$ cat src/rtl/inst_mem_pkg.sv
// Shared constants for the 16-bit CPU instruction memory: default widths,
// the power-up / reset program image, and a helper that returns the reset
// value of any byte address.
package inst_mem_pkg;

    localparam int DEFAULT_ADDR_W  = 8;
    localparam int DEFAULT_INSTR_W = 16;

    // Only the first IMAGE_LEN bytes carry program content; every byte
    // above that resets to zero.
    localparam int unsigned IMAGE_LEN = 16;

    // Big-endian program words: 0x1120, 0x2132, 0x3244, 0x4356, 0x5468,
    // 0x657A, 0x768C, followed by two zero pad bytes.
    localparam logic [7:0] DEFAULT_IMAGE [IMAGE_LEN] = '{
        8'h11, 8'h20, 8'h21, 8'h32, 8'h32, 8'h44, 8'h43, 8'h56,
        8'h54, 8'h68, 8'h65, 8'h7A, 8'h76, 8'h8C, 8'h00, 8'h00
    };

    // Reset value of the byte stored at addr.
    function automatic logic [7:0] image_byte(input int unsigned addr);
        if (addr < IMAGE_LEN) begin
            return DEFAULT_IMAGE[addr[3:0]];
        end
        return 8'h00;
    endfunction

endpackage

$ cat src/rtl/inst_mem_byte_lane.sv
// One byte of writable instruction memory: an asynchronously reset register
// that reloads its image value whenever reset is low and otherwise captures
// write data on a rising clock when enabled.
module inst_mem_byte_lane #(
    parameter logic [7:0] RESET_VAL = 8'h00
) (
    input  logic       i_clk,
    input  logic       i_rst_n,
    input  logic       i_wrEn,
    input  logic [7:0] i_wrData,
    output logic [7:0] o_q
);

    logic [7:0] r_q;

    // Byte storage: image value under reset, load data on an enabled edge.
    always_ff @(posedge i_clk or negedge i_rst_n) begin
        if (!i_rst_n) begin
            r_q <= RESET_VAL;
        end else if (i_wrEn) begin
            r_q <= i_wrData;
        end
    end

    assign o_q = r_q;

endmodule

$ cat src/rtl/inst_mem.sv
// Byte-addressed, big-endian instruction memory for the 16-bit CPU.
// The instruction at Address is presented combinationally as
// {mem[Address], mem[Address+1]}, with the upper address wrapping to 0.
// Build option INST_MEM_LOAD_EN adds a clocked 16-bit load port; without it
// the contents are the fixed default image and the memory is a pure ROM.
// Only a 16-bit INSTR_W is supported: one instruction is always two bytes.
module inst_mem
    import inst_mem_pkg::*;
#(
    parameter int ADDR_W  = DEFAULT_ADDR_W,
    parameter int INSTR_W = DEFAULT_INSTR_W
) (
    input  logic               Clk,
    input  logic               Rst,
    input  logic [ADDR_W-1:0]  Address,
`ifdef INST_MEM_LOAD_EN
    input  logic               Load_En,
    input  logic [ADDR_W-1:0]  Load_Addr,
    input  logic [INSTR_W-1:0] Load_Data,
`endif
    output logic [INSTR_W-1:0] Instruction,
    output logic               Misaligned
);

    localparam int DEPTH = 2 ** ADDR_W;

    logic [7:0]        w_mem [DEPTH];
    logic [ADDR_W-1:0] w_addrNext;

    // The low byte comes from the next address; natural overflow of the
    // ADDR_W-bit sum gives the wrap from the top byte back to byte 0.
    assign w_addrNext = Address + 1'b1;

`ifdef INST_MEM_LOAD_EN
    logic [ADDR_W-1:0] w_loadAddrNext;

    assign w_loadAddrNext = Load_Addr + 1'b1;

    // Each byte is written either as the high half of a load (its address
    // equals Load_Addr) or as the low half (it follows Load_Addr). With at
    // least two bytes of depth the two cases never coincide.
    for (genvar i = 0; i < DEPTH; i++) begin : g_lane
        logic       w_hiHit;
        logic       w_loHit;
        logic [7:0] w_wrData;

        assign w_hiHit  = (Load_Addr == ADDR_W'(i));
        assign w_loHit  = (w_loadAddrNext == ADDR_W'(i));
        assign w_wrData = w_hiHit ? Load_Data[15:8] : Load_Data[7:0];

        inst_mem_byte_lane #(
            .RESET_VAL (image_byte(i))
        ) u_lane (
            .i_clk    (Clk),
            .i_rst_n  (Rst),
            .i_wrEn   (Load_En && (w_hiHit || w_loHit)),
            .i_wrData (w_wrData),
            .o_q      (w_mem[i])
        );
    end
`else
    logic w_unused;

    // Clock and reset have nothing to act on when the contents are fixed.
    assign w_unused = Clk ^ Rst;

    // Constant storage: every byte is its default image value.
    for (genvar i = 0; i < DEPTH; i++) begin : g_rom
        assign w_mem[i] = image_byte(i);
    end
`endif

    // Zero-latency fetch path, high byte at the lower address.
    assign Instruction = {w_mem[Address], w_mem[w_addrNext]};

    // Odd addresses still read normally; they are only flagged.
    assign Misaligned = Address[0];

endmodule

$ cat config.mk
export PLATFORM = sky130hd
export DESIGN_NAME = inst_mem
export DESIGN_NICKNAME = d
export VERILOG_FILES = /design/src/rtl/inst_mem_pkg.sv /design/src/rtl/inst_mem_byte_lane.sv /design/src/rtl/inst_mem.sv
export SDC_FILE = /design/constraint.sdc
export NUM_CORES = 1
export LEC_CHECK = 0
export ABC_AREA = 1
export CORE_AREA = 10 10 49 51
export DETAILED_ROUTE_END_ITERATION = 8
export DIE_AREA = 0 0 59 61
export PLACE_DENSITY = 0.87
export SYNTH_ARGS = -nofsm -noshare
export SYNTH_HDL_FRONTEND = slang
export SYNTH_HIERARCHICAL = 1
export SYNTH_SLANG_ARGS = --single-unit
$ cat constraint.sdc
create_clock -name vclk -period 1.4
set_clock_uncertainty 0.05 [all_clocks]
set_input_delay 0.28 -clock vclk [all_inputs]
set_output_delay 0.28 -clock vclk [all_outputs]
set_load 0.02 [all_outputs]
==> summary.md, run 1 <==
| Metric | Value |
|---|---|
| Outcome | `did not finish` |
| Failed at | `clock tree synthesis` |
| Stop Error | `[ERROR DPL-0033] detailed placement checks failed during check placement.` |
| Dpl hpwl | `2200 um` |
| Mapped Area | `634 um2` |
| Synth top area cells | `nand2_1 27%, ha_1 18%, nor2_1 10%, inv_1 9.5%, nand3_1 7.9%` |
| Die width | `59 um` |
| Top cells by count, synth | `45 x nand2_1, 17 x nor2_1, 16 x inv_1` |
| Most common cell in the netlist | `nand2_1` |
| Port bufs | `25` |
| Yosys cell types | `18` |
| Dpl cells | `190` |
| Rows | `14` |
| Largest area contributor in the netlist | `nand2_1` |
| Sequential-to-total area share from yosys stat | `0` |
| Die Y | `61 um` |
| Initial Util | `0.431` |
| Post-synth net total | `146` |
| Hold Buf Count CTS | `0` |
| Yosys warning count | `6` |
| Syn Inst Count | `127` |
| Post-CTS Setup Bufs | `8` |
| Post-cts resize count | `176` |
| I/O pin count | `27` |
| Syn Area/Cell | `4.99 um2` |
| Placer Congestion | `0.880` |
| Post-synth top area share | `0.266` |
## through the flow
step                hold WS, ps  setup WS (ps)  cell area [um2]
floorplan                   623          -65.5              791
global placement           1610          -1230             1230
detailed placement         1620          -1280             1230
## cells by family after synthesis
group | Yosys count | synth area share
compound gates | 10 | 0.0888
xor+xnor | 1 | 0.0138
fa+ha+maj | 9 | 0.178
buf+inv | 21 | 0.132
simple gates | 86 | 0.588
==> run 2, diff against run 1 <==
- CORE_AREA: 10 10 49 51 -> 10 10 71 73
- DIE_AREA: 0 0 59 61 -> 0 0 81 83
- PLACE_DENSITY: 0.87 -> unset
- PLACE_DENSITY_LB_ADDON: unset -> 0.15
==> run 2 against run 1 <==
Synthesized cell count stayed put; the flow now finishes, with violations (negative setup slack); synthesized area stayed put.
==> summary.md, run 2 <==
| Metric | Value |
|---|---|
| DR vias | `989` |
| 1st-iter DRT viols | `8` |
| Worst slew margin | `0.857` |
| Total GRT Usage | `0.0770` |
| Gr ovfl total | `0` |
| Post-synth net total | `146` |
| Port bufs | `25` |
| Area Overhead vs Synth | `174%` |
| Syn Area/Cell | `4.99 um2` |
| Max Clock Freq | `0.602 GHz` |
| CP arrival | `1330 ps` |
| CP Cell Sequence | `buf_12, nand2_8, nor2_4, buf_6, buf_6, nand3_2, nand2_2, nor2_4, nand2_8, nor2_4, buf_6` |
| Post-route setup TNS | `-3040 ps` |
| Routed wire per std cell | `12.3 um` |
| FFs & Latches | `0` |
| Vias per std cell | `4.26` |
| Layout cells sized above 1 | `0.788` |
| Mapped Area | `634 um2` |
| Ant diodes | `0` |
| Critical path launch point type | `input port` |
| Synth top area cells | `nand2_1 27%, ha_1 18%, nor2_1 10%, inv_1 9.5%, nand3_1 7.9%` |
| Hold Path Class | `input port to output port` |
| Largest stage delay on the critical path | `150 ps` |
| Clk pwr share | `0` |
| Commonest non-fill, non-tap cell in the layout | `buf_6` |
| Worst vdd ir | `0.121 mV` |
| Syn Inst Count | `127` |
| Routed Wire Length | `2860 um` |
| Die width | `81 um` |
| Most common cell in the netlist | `nand2_1` |
| Number of global-route vias before repair | `978` |
| Total power | `499 uW` |
| Layout clock buffer count | `0` |
| Hold path start | `Address[3]` |
| Switching part of the total | `0.542` |
| Final Critical Period | `1660 ps` |
| Initial antenna violation count | `0` |
| Final worst slack | `-261 ps` |
| RSZ-0062 raised after global routing | `true` |
| Die Y | `83 um` |
| Cell Area, Placed | `0.00126 mm2` |
| CP required | `1070 ps` |
| Detailed Routing Iterations Pass 1 | `2` |
| Final Max Tran Viols | `0` |
| Final Hold Vio Count | `0` |
| Yosys cell types | `18` |
| Design Area, Final | `0.00174 mm2` |
| DRT antenna net count | `0` |
| Max-cap viol count | `0` |
| Yosys warning count | `6` |
| Leakage | `0.000761 uW` |
| Failing checks | `negative setup slack` |
| Hold WS | `908 ps` |
| Die area | `0.00672 mm2` |
| Critical Path Start | `Address[0]` |
| Sequential Power Share | `0` |
| Comb pwr share | `1.000` |
| Hold Buf Count CTS | `0` |
| Largest area contributor in the netlist | `nand2_1` |
| Most frequent cells in the layout | `29 x buf_6, 24 x buf_4, 22 x nand2_2, 17 x nand2_1, 14 x nor2_4` |
| FF/Latch Area | `0 um2` |
| CP Class | `input port to output port` |
| Initial Util | `0.175` |
| Period utilization | `1.19` |
| Top cells by count, synth | `45 x nand2_1, 17 x nor2_1, 16 x inv_1` |
| Nets@finish | `205` |
| Post-synth top area share | `0.266` |
| Dpl hpwl | `2090 um` |
| Core region area | `0.00363 mm2` |
| Global-route wire length before repair | `4500 um` |
| Worst slew pin tran | `215 ps` |
| Crit path capture type | `output port` |
| PD cells | `287 mW/mm2` |
| I/O pin count | `27` |
| Slowest cell on the critical path | `nor2_4` |
| Residual DRC | `0` |
| Rows | `22` |
| Sequential-to-total area share from yosys stat | `0` |
| CP max FO | `5` |
| Pin count of the biggest net entering global routing | `12` |
| Outcome | `complete, but fails checks` |
| Internal power | `228 uW` |
| Placer Congestion | `0.810` |
| Net Sw Power | `271 uW` |
| Setup violators final | `16` |
==> run 2: cell counts after synthesis <==
No cell type changed its count.
==> run 2: area by class of cell <==
class | count | area [um2]
multi-input cells | 106 | 996
inverters | 19 | 93.8
fillers | 387 | 1890
repair buffers | 59 | 591
well taps | 48 | 60.1
==> run 2: per-stage QoR <==
stage          worst slack [ps]  std cells  utilization
2_1_floorplan             -65.5        127            -
3_3_place_gp              -1310        221        0.347
3_5_place_dp              -1330        221        0.347
4_1_cts                    -320        230        0.406
5_1_grt                    -347        232        0.479
6_report                   -261        232        0.479
==> run 2: power groups by stage <==
stage / Clock, uW / Combinational, uW / Sequential, uW
floorplan: 0 / 189 / 0
global placement: 0 / 328 / 0
detailed placement: 0 / 327 / 0
CTS: 0 / 419 / 0
global route: 0 / 540 / 0
finish: 0 / 499 / 0
==> run 2: worst paths after layout <==
| check | endpoint | slack [ps] | depth (start not counted) |
|---|---|---|---|
| setup / recovery | Instruction[4] | -260 | 11 |
| hold / removal | Instruction[14] | 910 | 4 |
==> run 2: routing by layer <==
metal	share of wire	global-route usage
met1	0.40	0.0933
met4	0	0
met3	0.050	0.0151
met2	0.55	0.141
met5	0	0
==> run 2: critical path: cells and delay by family <==
family                 cells  cell delay (ps)
AND/OR/NAND/NOR            7              590
buffers and inverters      4              450
==> run 2: repair_timing <==
item,CTS,global route
buffers inserted,9,3
resized for setup,176,65
pin swaps,37,41
endpoints found under the setup margin,17,16
cloned,0,0
==> run 2: kinds of logic (layout without fill, tap and decap cells) <==
logic type | after synthesis | after routing | share of synthesized area
adders and majority gates | 9 | 9 | 0.178
and+or+nand+nor | 86 | 86 | 0.588
xor gates and xnor gates | 1 | 1 | 0.0138
AOI/OAI and AO/OA | 10 | 10 | 0.0888
buffers and inverters | 21 | 78 | 0.132
No activity file was read; power rests on OpenSTA's default activity.
